File: config.mk
export PLATFORM = sky130hd
export DESIGN_NAME = spi_byte_slave
export DESIGN_NICKNAME = d
export VERILOG_FILES = /design/src/rtl/spi_byte_slave.sv
export SDC_FILE = /design/constraint.sdc
export NUM_CORES = 1
export LEC_CHECK = 0
export BUFFER_PORTS_ARGS = -buffer_cell sky130_fd_sc_hd__buf_2
export CORE_MARGIN = 5
export CORE_UTILIZATION = 54
export CTS_CLUSTER_DIAMETER = 100
export DETAILED_ROUTE_END_ITERATION = 8
export GPL_TIMING_DRIVEN = 0
export PLACE_DENSITY = 0.8
export SLEW_MARGIN = 20
export SYNTH_ARGS = -nofsm -noshare
export SYNTH_HDL_FRONTEND = slang
export SYNTH_SLANG_ARGS = --single-unit
File: constraint.sdc
create_clock -name clk_i -period 3.6 [get_ports clk_i]
set_clock_uncertainty 0.2 [all_clocks]
set_input_delay 0 -clock clk_i [delete_from_list [all_inputs] [get_ports clk_i]]
set_output_delay 0 -clock clk_i [all_outputs]
set_load 0.02 [all_outputs]
File: src/rtl/spi_byte_slave.sv
// -----------------------------------------------------------------------------
// spi_byte_slave
//
// SPI mode 0 (CPOL=0, CPHA=0, MSB first, 8-bit frames) byte receiver running
// entirely in the clk_i domain. sclk_i, cs_ni and mosi_i are synchronized and
// sclk edges are found by comparing the synchronized value with a delayed copy,
// so sclk must run at no more than clk_i/4.
//
// Optional feature: define SPI_SLAVE_MISO_EN to build the MISO transmitter.
// Without it miso_o is tied low and tx_data_i is not used.
//
// Parameters
//   SYNC_STAGES : synchronizer depth on sclk_i / cs_ni / mosi_i (legal 2..3)
//
// Ports
//   clk_i      : system clock, rising-edge active
//   rst_ni     : asynchronous active-low reset
//   sclk_i     : SPI serial clock from master (asynchronous)
//   cs_ni      : SPI chip select, active-low (asynchronous)
//   mosi_i     : master-out serial data (asynchronous)
//   miso_o     : slave-out serial data (low while deselected)
//   tx_data_i  : byte returned to master on MISO
//   data_o     : last completely received byte
//   ack_o      : one-cycle strobe marking data_o updated
// -----------------------------------------------------------------------------
module spi_byte_slave #(
    parameter int SYNC_STAGES = 2
) (
    input  logic       clk_i,
    input  logic       rst_ni,
    input  logic       sclk_i,
    input  logic       cs_ni,
    input  logic       mosi_i,
    output logic       miso_o,
    input  logic [7:0] tx_data_i,
    output logic [7:0] data_o,
    output logic       ack_o
);

    typedef enum logic {
        ST_IDLE  = 1'b0,
        ST_SHIFT = 1'b1
    } state_e;

    logic [SYNC_STAGES-1:0] sclk_sync_r;
    logic [SYNC_STAGES-1:0] cs_sync_r;
    logic [SYNC_STAGES-1:0] mosi_sync_r;
    logic                   sclk_d_r;

    logic                   sclk_s;
    logic                   cs_s;
    logic                   mosi_s;
    logic                   sclk_rise_s;
    logic                   sclk_fall_s;

    state_e                 state_r;
    logic [2:0]             bit_cnt_r;
    logic [7:0]             shift_r;
    logic [7:0]             data_r;
    logic                   ack_r;

    // Synchronizer chains; reset values match an idle, deselected bus.
    always_ff @(posedge clk_i or negedge rst_ni) begin
        if (!rst_ni) begin
            sclk_sync_r <= {SYNC_STAGES{1'b0}};
            cs_sync_r   <= {SYNC_STAGES{1'b1}};
            mosi_sync_r <= {SYNC_STAGES{1'b0}};
            sclk_d_r    <= 1'b0;
        end else begin
            sclk_sync_r <= {sclk_sync_r[SYNC_STAGES-2:0], sclk_i};
            cs_sync_r   <= {cs_sync_r[SYNC_STAGES-2:0], cs_ni};
            mosi_sync_r <= {mosi_sync_r[SYNC_STAGES-2:0], mosi_i};
            sclk_d_r    <= sclk_sync_r[SYNC_STAGES-1];
        end
    end

    assign sclk_s      = sclk_sync_r[SYNC_STAGES-1];
    assign cs_s        = cs_sync_r[SYNC_STAGES-1];
    assign mosi_s      = mosi_sync_r[SYNC_STAGES-1];
    assign sclk_rise_s = sclk_s & ~sclk_d_r;
    assign sclk_fall_s = ~sclk_s & sclk_d_r;

    // Receive FSM: shifts MOSI on sclk rises and publishes each completed byte.
    // The rise handling comes before the deselect handling so that a byte whose
    // 8th edge coincides with cs_n rising still completes; a partial byte is
    // then cleared by the later assignments.
    always_ff @(posedge clk_i or negedge rst_ni) begin
        if (!rst_ni) begin
            state_r   <= ST_IDLE;
            bit_cnt_r <= 3'd0;
            shift_r   <= 8'h00;
            data_r    <= 8'h00;
            ack_r     <= 1'b0;
        end else begin
            ack_r <= 1'b0;
            case (state_r)
                ST_IDLE: begin
                    bit_cnt_r <= 3'd0;
                    shift_r   <= 8'h00;
                    if (!cs_s) begin
                        state_r <= ST_SHIFT;
                    end
                end
                ST_SHIFT: begin
                    if (sclk_rise_s) begin
                        shift_r   <= {shift_r[6:0], mosi_s};
                        bit_cnt_r <= bit_cnt_r + 3'd1;
                        if (bit_cnt_r == 3'd7) begin
                            data_r <= {shift_r[6:0], mosi_s};
                            ack_r  <= 1'b1;
                        end
                    end
                    if (cs_s) begin
                        state_r   <= ST_IDLE;
                        bit_cnt_r <= 3'd0;
                        shift_r   <= 8'h00;
                    end
                end
                default: begin
                    state_r   <= ST_IDLE;
                    bit_cnt_r <= 3'd0;
                    shift_r   <= 8'h00;
                end
            endcase
        end
    end

    assign data_o = data_r;
    assign ack_o  = ack_r;

`ifdef SPI_SLAVE_MISO_EN
    logic [7:0] tx_shift_r;
    logic       rose_r;     // a rise has been seen in the current byte

    // TX shifter: loaded at frame start and at every byte wrap, shifted on the
    // falling edge after each non-final rise. Cleared while deselected so its
    // MSB doubles as the registered, low-when-idle miso_o.
    always_ff @(posedge clk_i or negedge rst_ni) begin
        if (!rst_ni) begin
            tx_shift_r <= 8'h00;
            rose_r     <= 1'b0;
        end else begin
            case (state_r)
                ST_IDLE: begin
                    rose_r <= 1'b0;
                    if (!cs_s) begin
                        tx_shift_r <= tx_data_i;
                    end else begin
                        tx_shift_r <= 8'h00;
                    end
                end
                ST_SHIFT: begin
                    if (cs_s) begin
                        tx_shift_r <= 8'h00;
                        rose_r     <= 1'b0;
                    end else if (sclk_rise_s) begin
                        if (bit_cnt_r == 3'd7) begin
                            tx_shift_r <= tx_data_i;
                            rose_r     <= 1'b0;
                        end else begin
                            rose_r <= 1'b1;
                        end
                    end else if (sclk_fall_s && rose_r) begin
                        tx_shift_r <= {tx_shift_r[6:0], 1'b0};
                        rose_r     <= 1'b0;
                    end
                end
                default: begin
                    tx_shift_r <= 8'h00;
                    rose_r     <= 1'b0;
                end
            endcase
        end
    end

    assign miso_o = tx_shift_r[7];
`else
    logic unused_tx_s;

    assign unused_tx_s = ^tx_data_i;
    assign miso_o      = 1'b0;
`endif

endmodule

# ---- Word level (Yosys, flattened, before mapping)
# Index checks and enable logic that the tools add are counted.
dict set report classes {
  addsub 1
  eq_ne 2
  muxes 10
  reduce_logical 1
  bitwise_logic 3
}
# cell n
set ops {}
lappend ops {{2-to-1 mux 7 bit} 2}
lappend ops {{one-hot mux 7 bit (2 select lines)} 1}
lappend ops {{2-to-1 mux 3 bit} 2}
lappend ops {{one-hot mux 3 bit (2 select lines)} 1}
lappend ops {{2-to-1 mux 1 bit} 4}
lappend ops {{adder 3 x 1 -> 3 bit, second input constant} 1}
lappend ops {{== test 3 bit, second input constant} 1}
lappend ops {{!= test 3 bit, second input constant} 1}
lappend ops {{AND reduction 3 bit} 1}
lappend ops {{NOT 1 bit} 2}
lappend ops {{bitwise AND 1 bit} 1}
dict set report totals {
  elab_cells 26
  regBits 27
  output_inout_bits 10
}

# ---- Longest topological paths before layout
# Gate-level depths: netlist of the first run.
dict set report depth {
  word_depth 5
  depth_mapped 4
  mapped_depth_nobuf 4
}

# ---- Worst setup path before layout of the first run
# No wires, ideal clock.
dict set report synth_path {
  kind {register to register}
  startpoint {reg bit_cnt_r[0]}
  endpoint {reg data_r[0], in the netlist data_o[0]}
  required_ns 3.275
  stages_incl_launch_ff 5
  t_arrival_ns 1.207
  path_slack_ns 2.069
  period_less_slack_ns 1.531
  path_cell_list {dfrtp_1 > ha_1 > ha_1 > nand3_4 > mux2_2}
}
dict set report synth_between {
  elab_chain_len 2
}
# element line
set synth_rtl {}
lappend synth_rtl {{from (decl)} 57} ;# logic [2:0] bit_cnt_r;
lappend synth_rtl {{from (signal assigned)} 107} ;# bit_cnt_r <= bit_cnt_r + 3'd1;
lappend synth_rtl {{== test 3 bit} 108} ;# if (bit_cnt_r == 3'd7) begin
lappend synth_rtl {{AND reduction 3 bit (no source line)} n/a}
lappend synth_rtl {{to (signal assigned)} 109} ;# data_r <= {shift_r[6:0], mosi_s};
lappend synth_rtl {{to (decl)} 59} ;# logic [7:0] data_r;
# No other way between the ends.
# A chain may end at the register's enable or synchronous reset.

# ---- Final worst setup path of the first run
dict set report layout_path {
  startpoint {reg bit_cnt_r[0]}
  endpoint {reg data_r[6], in the netlist data_o[6]}
}
# Same word-level chain as after synthesis.

==> results of run 1 <==
through the flow:
| stage | power, mW | hold slack, ns |
|---|---|---|
| after floorplan | 0.328 | -0.496 |
| after global placement | 0.337 | -0.177 |
| after detailed placement | 0.338 | -0.168 |
| after CTS | 0.466 | 0.0102 |
| after global routing | 0.482 | 0.0394 |
| final | 0.457 | 0.00540 |
power groups by stage:
stage,combinational [mW],clock (mW),sequential (mW)
floorplan,0.0101,0,0.318
global placement,0.0193,0,0.318
detailed placement,0.0199,0,0.318
CTS,0.0232,0.130,0.313
global route,0.0260,0.142,0.314
finish,0.0225,0.121,0.313
cell usage in the layout (no fill, tap or decap):
master,instances
or2b_1,1
inv_1,2
nand2_1,19
dlygate4sd3_1,4
nand3_4,1
dfrtp_1,25
clkbuf_4,3
mux2_2,8
ha_1,2
clkbuf_1,1
a21oi_1,9
buf_4,2
xnor2_1,1
nor2b_4,1
nor2_1,1
conb_1,1
buf_2,14
dfstp_2,2
Yosys cell counts:
master   instances  area share
xnor2_1          1      0.0088
mux2_2           8       0.091
ha_1             2       0.025
or2b_1           1      0.0076
nor2_1           1      0.0038
nand3_4          1       0.018
dfstp_2          2       0.053
a21oi_1          9       0.045
nor2b_4          1       0.014
buf_4            2       0.015
nand2_1         19       0.072
buf_2            1      0.0050
dfrtp_1         25        0.63
inv_1            2      0.0076
conb_1           1      0.0038
worst paths after layout:
| check | depth (start not counted) | start | endpoint | slack [ns] |
|---|---|---|---|---|
| worst min register to register | 0 | cs_sync_r[0]$_DFF_PN1_ | cs_sync_r[1]$_DFF_PN1_ | 0.17 |
| max in group asynchronous | 2 | rst_ni | cs_sync_r[0]$_DFF_PN1_ | 2.82 |
| worst max-delay path | 4 | bit_cnt_r[0]$_DFFE_PN0P_ | data_o[6]$_DFFE_PN0P_ | 1.97 |
| min in group clk_i | 2 | mosi_i | mosi_sync_r[0]$_DFF_PN0_ | 0.12 |
| worst min-delay path | 2 | rst_ni | data_o[4]$_DFFE_PN0P_ | 0.005 |
| worst max register to register | 4 | bit_cnt_r[0]$_DFFE_PN0P_ | data_o[6]$_DFFE_PN0P_ | 1.97 |
final cells by class:
cell class / count / area, um^2 / area share
Sequential cell: 27 / 678 / 0.587
Multi-Input combinational cell: 44 / 287 / 0.248
Timing Repair Buffer: 17 / 105 / 0.0910
Tap cell: 25 / 31.3 / 0.0271
Clock buffer: 4 / 26.3 / 0.0228
Buffer: 3 / 20.0 / 0.0173
Inverter: 2 / 7.51 / 0.00650
worst max-delay path, delay by kind of cell (launching register included):
family,cells,cell delay (ns)
fa+ha+maj,2,0.41
simple gates,1,0.13
mux,1,0.35
flops,1,0.42
kinds of logic (layout without fill, tap and decap cells):
group                      after synthesis  count (layout)
DFF                                     27              27
other                                    1               1
adders and majority gates                2               2
xor gates and xnor gates                 1               1
and+or+nand+nor                         23              23
muxes                                    8               8
AOI/OAI and AO/OA                        9               9
buffers and inverters                    5              26
registers in the layout (all words and copies together) (netlist names):
name / count
data_o: 8
shift_r: 7
bit_cnt_r: 3
cs_sync_r: 2
mosi_sync_r: 2
sclk_sync_r: 2
ack_o: 1
sclk_d_r: 1
state_r: 1
routing by layer:
layer / global-route usage / wire (um)
met2: 0.233 / 726
met1: 0.161 / 617
met3: 0.0338 / 51
met5: 0 / 0
met4: 0.0894 / 42
==> flow_metrics.env, run 1 <==
export IMPL_status="finished clean"
export IMPL_cellPowerDensity_nw_per_um2=395
export IMPL_finalHoldViolCount=0
export IMPL_area_growth_pct=16.4
export IMPL_grt_pass1_wl_mm=2.75
export IMPL_required_ns=3.61
export IMPL_num_antenna_cells=0
export IMPL_worst_slack_ns=1.97
export IMPL_syn_inst=76
export IMPL_start_util=0.568
export IMPL_final_cell_area_um2=1150
export IMPL_postRouteAntennaNets=0
export IMPL_syn_area_per_cell_um2=13.1
export IMPL_antenna_found_initial=0
export IMPL_cts_root_buf="clkbuf_4"
export IMPL_slew_headroom=0.621
export IMPL_p_switching_mw=0.0952
export IMPL_final_layout_size_suffix_gt1_frac=0.320
export IMPL_num_rows=15
export IMPL_pre_cts_ws_ns=1.98
export IMPL_sequentialPowerShare=0.685
export IMPL_via_per_inst=4.87
export IMPL_min_path_type="in -> async"
export IMPL_cts_reportedPaths_clkPinSlew_ns=0.13
export IMPL_synth_mux_area_frac=0.0908
export IMPL_fin_tns_setup_ns=0
export IMPL_synth_warnings=0
export IMPL_die_h_um=52.9
export IMPL_yosys_area_share_simple=0.115
export IMPL_final_core_utilization=0.662
export IMPL_io_buffers=13
export IMPL_worstPathArrival_ns=1.64
export IMPL_worstPathCellList="ha_1 > ha_1 > nand3_4 > mux2_2"
export IMPL_synth_compound_area_frac=0.0454
export IMPL_p_clk_frac=0.266
export IMPL_synth_nets=91
export IMPL_die_w_um=52.9
export IMPL_period_minus_slack_ns=1.63
export IMPL_routed_wl_mm=1.44
export IMPL_overflow=0
export IMPL_sw_frac_of_total=0.208
export IMPL_drc=0
export IMPL_fill_cells=132
export IMPL_cts_hold_buf=4
export IMPL_wire_per_inst_um=11.8
export IMPL_drv_cap=0
export IMPL_core_um2=1750
export IMPL_hpwl_um=978
export IMPL_first_global_vias=609
export IMPL_power_leakage_nw=0.586
export IMPL_fmax_ghz=0.615
export IMPL_start_kind="flop"
export IMPL_worstSkewPairLatency_ns=0.31
export IMPL_synth_seq_cells=27
export IMPL_crit_top_cell="ha_1"
export IMPL_end_kind="flop"
export IMPL_post_cts_buffers=0
export IMPL_synth_cell_types=15
export IMPL_synth_fa_ha_area_frac=0.0252
export IMPL_ys_seq_area_frac=0.683
export IMPL_cp_slowest_stage_delay_ns=0.42
export IMPL_drv_slew=0
export IMPL_place_inst=114
export IMPL_cts_tree="yes"
export IMPL_critPathSlowestCell="dfrtp_1"
export IMPL_grt_usage=0.141
export IMPL_place_area_um2=1090
export IMPL_finalCritPeriodShare=0.452
export IMPL_tightest_slew_ns=0.568
export IMPL_grt_max_degree=28
export IMPL_gp_congestion=0.711
export IMPL_peakVddDrop_v=0.000363
export IMPL_final_nets=113
export IMPL_io_pins=23
export IMPL_die_area_um2=2790
export IMPL_cts_repair_resized=0
export IMPL_netlist_area_um2=992
export IMPL_crit_fanout=9
export IMPL_rsz0062_at_grt="false"
export IMPL_cts_max_level=1
export IMPL_critPathKind="reg -> reg"
export IMPL_p_int_mw=0.361
export IMPL_instances_no_fill=122
export IMPL_synth_xor_area_frac=0.00883
export IMPL_drtIter0Drc=9
export IMPL_drtPass1Iterations=4
export IMPL_cts_sinks=27
export IMPL_pwr_share_comb=0.049
export IMPL_finalSetupViolations=0
export IMPL_routed_via_count=594
export IMPL_clock_path_buffers=2
export IMPL_synth_top_family_by_area="simple AND/OR/NAND/NOR gates"
export IMPL_numCtsBuffers=3
Note: power is estimated with default switching activity, not from simulation.
==> run 2: changes to the inputs <==
--- a/config.mk
+++ b/config.mk
@@ -7,11 +7,11 @@
 export LEC_CHECK = 0
 export BUFFER_PORTS_ARGS = -buffer_cell sky130_fd_sc_hd__buf_2
 export CORE_MARGIN = 5
-export CORE_UTILIZATION = 54
+export CORE_UTILIZATION = 45
 export CTS_CLUSTER_DIAMETER = 100
 export DETAILED_ROUTE_END_ITERATION = 8
 export GPL_TIMING_DRIVEN = 0
-export PLACE_DENSITY = 0.8
+export PLACE_DENSITY = 0.71
 export SLEW_MARGIN = 20
 export SYNTH_ARGS = -nofsm -noshare
 export SYNTH_HDL_FRONTEND = slang
==> constraint.sdc (replaced) <==
create_clock -name clk_i -period 1.4 [get_ports clk_i]
set_clock_uncertainty 0.2 [all_clocks]
set_input_delay 0 -clock clk_i [delete_from_list [all_inputs] [get_ports clk_i]]
set_output_delay 0 -clock clk_i [all_outputs]
set_load 0.02 [all_outputs]
==> run 2 against run 1 <==
Against the previous run:
- the run now ends with negative hold slack, negative setup slack left
- critical path depth unchanged
- global-route usage is 2.1 points lower
- count of clock-buffer cells in the layout stayed put
- sequential power rose to 2.6 times the previous value
- worst setup slack got worse by 2.1 ns
- non-clock buffer count increased by 2
- clock power grew to 2.6 times the previous value
- cell count increased by 4.9%
- sequential share of layout area decreased by 4.0 points
- first-iteration DRC count decreased by 67%
- register-to-register slack lost 2.1 ns
- via count grew 0.84%
==> flow_metrics.env, run 2 (synthesized netlist as in run 1, its figures left out) <==
export IMPL_final_layout_size_suffix_gt1_frac=0.360
export IMPL_drtIter0Drc=3
export IMPL_drtPass1Iterations=2
export IMPL_end_kind="flop"
export IMPL_min_path_type="in -> async"
export IMPL_cts_max_level=1
export IMPL_grt_usage=0.119
export IMPL_cts_reportedPaths_clkPinSlew_ns=0.13
export IMPL_drv_cap=0
export IMPL_postRouteAntennaNets=0
export IMPL_final_cell_mix="dfrtp_1 (25), nand2_1 (19), buf_2 (14)"
export IMPL_whs_ns=-0.00351
export IMPL_place_area_um2=1140
export IMPL_hpwl_um=994
export IMPL_num_antenna_cells=0
export IMPL_finalSetupViolations=8
export IMPL_first_global_vias=669
export IMPL_cts_sinks=27
export IMPL_routed_wl_mm=1.52
export IMPL_final_cell_area_um2=1240
export IMPL_overflow=0
export IMPL_mostFrequentLayoutCell="dfrtp_1"
export IMPL_cp_slowest_stage_delay_ns=0.42
export IMPL_clock_path_buffers=2
export IMPL_crit_fanout=5
export IMPL_start_util=0.462
export IMPL_die_h_um=57.0
export IMPL_rr_startpoint="bit_cnt_r[0]$_DFFE_PN0P_"
export IMPL_fmax_ghz=0.657
export IMPL_num_rows=17
export IMPL_critPathSlowestCell="dfrtp_1"
export IMPL_worstPathArrival_ns=1.53
export IMPL_p_total_mw=1.19
export IMPL_via_per_inst=4.68
export IMPL_wire_per_inst_um=11.9
export IMPL_finalCritPeriodShare=1.09
export IMPL_drv_slew=0
export IMPL_r2r_cells=4
export IMPL_rsz0062_at_grt="true"
export IMPL_area_growth_pct=25.0
export IMPL_io_buffers=13
export IMPL_period_minus_slack_ns=1.52
export IMPL_critPathKind="reg -> reg"
export IMPL_die_area_um2=3240
export IMPL_io_pins=23
export IMPL_drc=0
export IMPL_numCtsBuffers=3
export IMPL_routed_via_count=599
export IMPL_largest_reg_flops=8
export IMPL_gp_congestion=0.726
export IMPL_worstSetupStartpoint="bit_cnt_r[0]$_DFFE_PN0P_"
export IMPL_start_kind="flop"
export IMPL_cellPowerDensity_nw_per_um2=956
export IMPL_peakVddDrop_v=0.000634
export IMPL_slew_headroom=0.624
export IMPL_power_leakage_nw=0.620
export IMPL_core_um2=2150
export IMPL_violations="negative hold slack, negative setup slack"
export IMPL_antenna_found_initial=0
export IMPL_cts_root_buf="clkbuf_4"
export IMPL_worstSkewPairLatency_ns=0.31
export IMPL_status="finished with violations"
export IMPL_worst_slack_ns=-0.123
export IMPL_final_nets=116
export IMPL_cts_tree="yes"
export IMPL_finalHoldViolCount=20
export IMPL_required_ns=1.41
export IMPL_worstPathCellList="ha_2 > ha_4 > nand3_4 > mux2_4"
export IMPL_tightest_slew_ns=0.565
export IMPL_grt_pass1_wl_mm=3.04
export IMPL_die_w_um=57.0
export IMPL_grt_max_degree=28
## run 2: layout make-up
type / count / area, um^2
multi-input combinational: 45 / 349
sequential: 27 / 678
inverter: 2 / 7.51
tap: 28 / 35.0
timing repair buffer: 19 / 120
clock buffer: 4 / 26.3
buffer: 3 / 23.8
fill: 175 / 908
## run 2: timing repair
item,in CTS,in global routing
pin swaps,1,0
gates cloned,1,0
gates resized for setup,0,2
endpoints found under the hold margin,30,0
setup endpoints to repair,8,8
hold buffers,4,0
buffers inserted,1,1
## run 2: path summary, 6_finish.rpt
check | end | slack, ns
worst max-delay path | data_o[0]$_DFFE_PN0P_ | -0.12
worst min-delay path | shift_r[4]$_DFFE_PN0P_ | -0.004
worst max register to register | data_o[0]$_DFFE_PN0P_ | -0.12
worst min register to register | cs_sync_r[1]$_DFF_PN1_ | 0.17
max in group asynchronous | cs_sync_r[1]$_DFF_PN1_ | 0.63
min in group clk_i | cs_sync_r[0]$_DFF_PN1_ | 0.11
## run 2: critical path, delay by kind of cell (launching register included)
family | cells | cell delay (ns)
adders and majority gates | 2 | 0.37
muxes | 1 | 0.31
DFF | 1 | 0.42
and+or+nand+nor | 1 | 0.11
## run 2: power by group
part	internal [mW]	leakage [nW]	switching, mW	total, mW
clock network	0.111	0.0150	0.206	0.317
registers	0.796	0.356	0.00822	0.804
logic	0.0262	0.249	0.0380	0.0641
## run 2: metrics by stage
step / instances / setup slack (ns) / TNS (ns) / utilization / hold slack [ns]
after CTS: 127 / -0.113 / -0.878 / 0.568 / 0.00210
after floorplan: 76 / -0.0650 / -0.520 / - / -0.496
after global routing: 128 / -0.160 / -1.17 / 0.577 / 0.0398
after detailed placement: 117 / -0.131 / -1.02 / 0.529 / -0.172
after global placement: 117 / -0.111 / -0.859 / 0.529 / -0.180
final: 128 / -0.123 / -0.848 / 0.577 / -0.00351
## run 2: metal layers
| layer | track usage | wire length (um) |
|---|---|---|
| met5 | 0 | 0 |
| met4 | 0.0596 | 31 |
| met3 | 0.0249 | 94 |
| met2 | 0.183 | 672 |
| met1 | 0.161 | 718 |
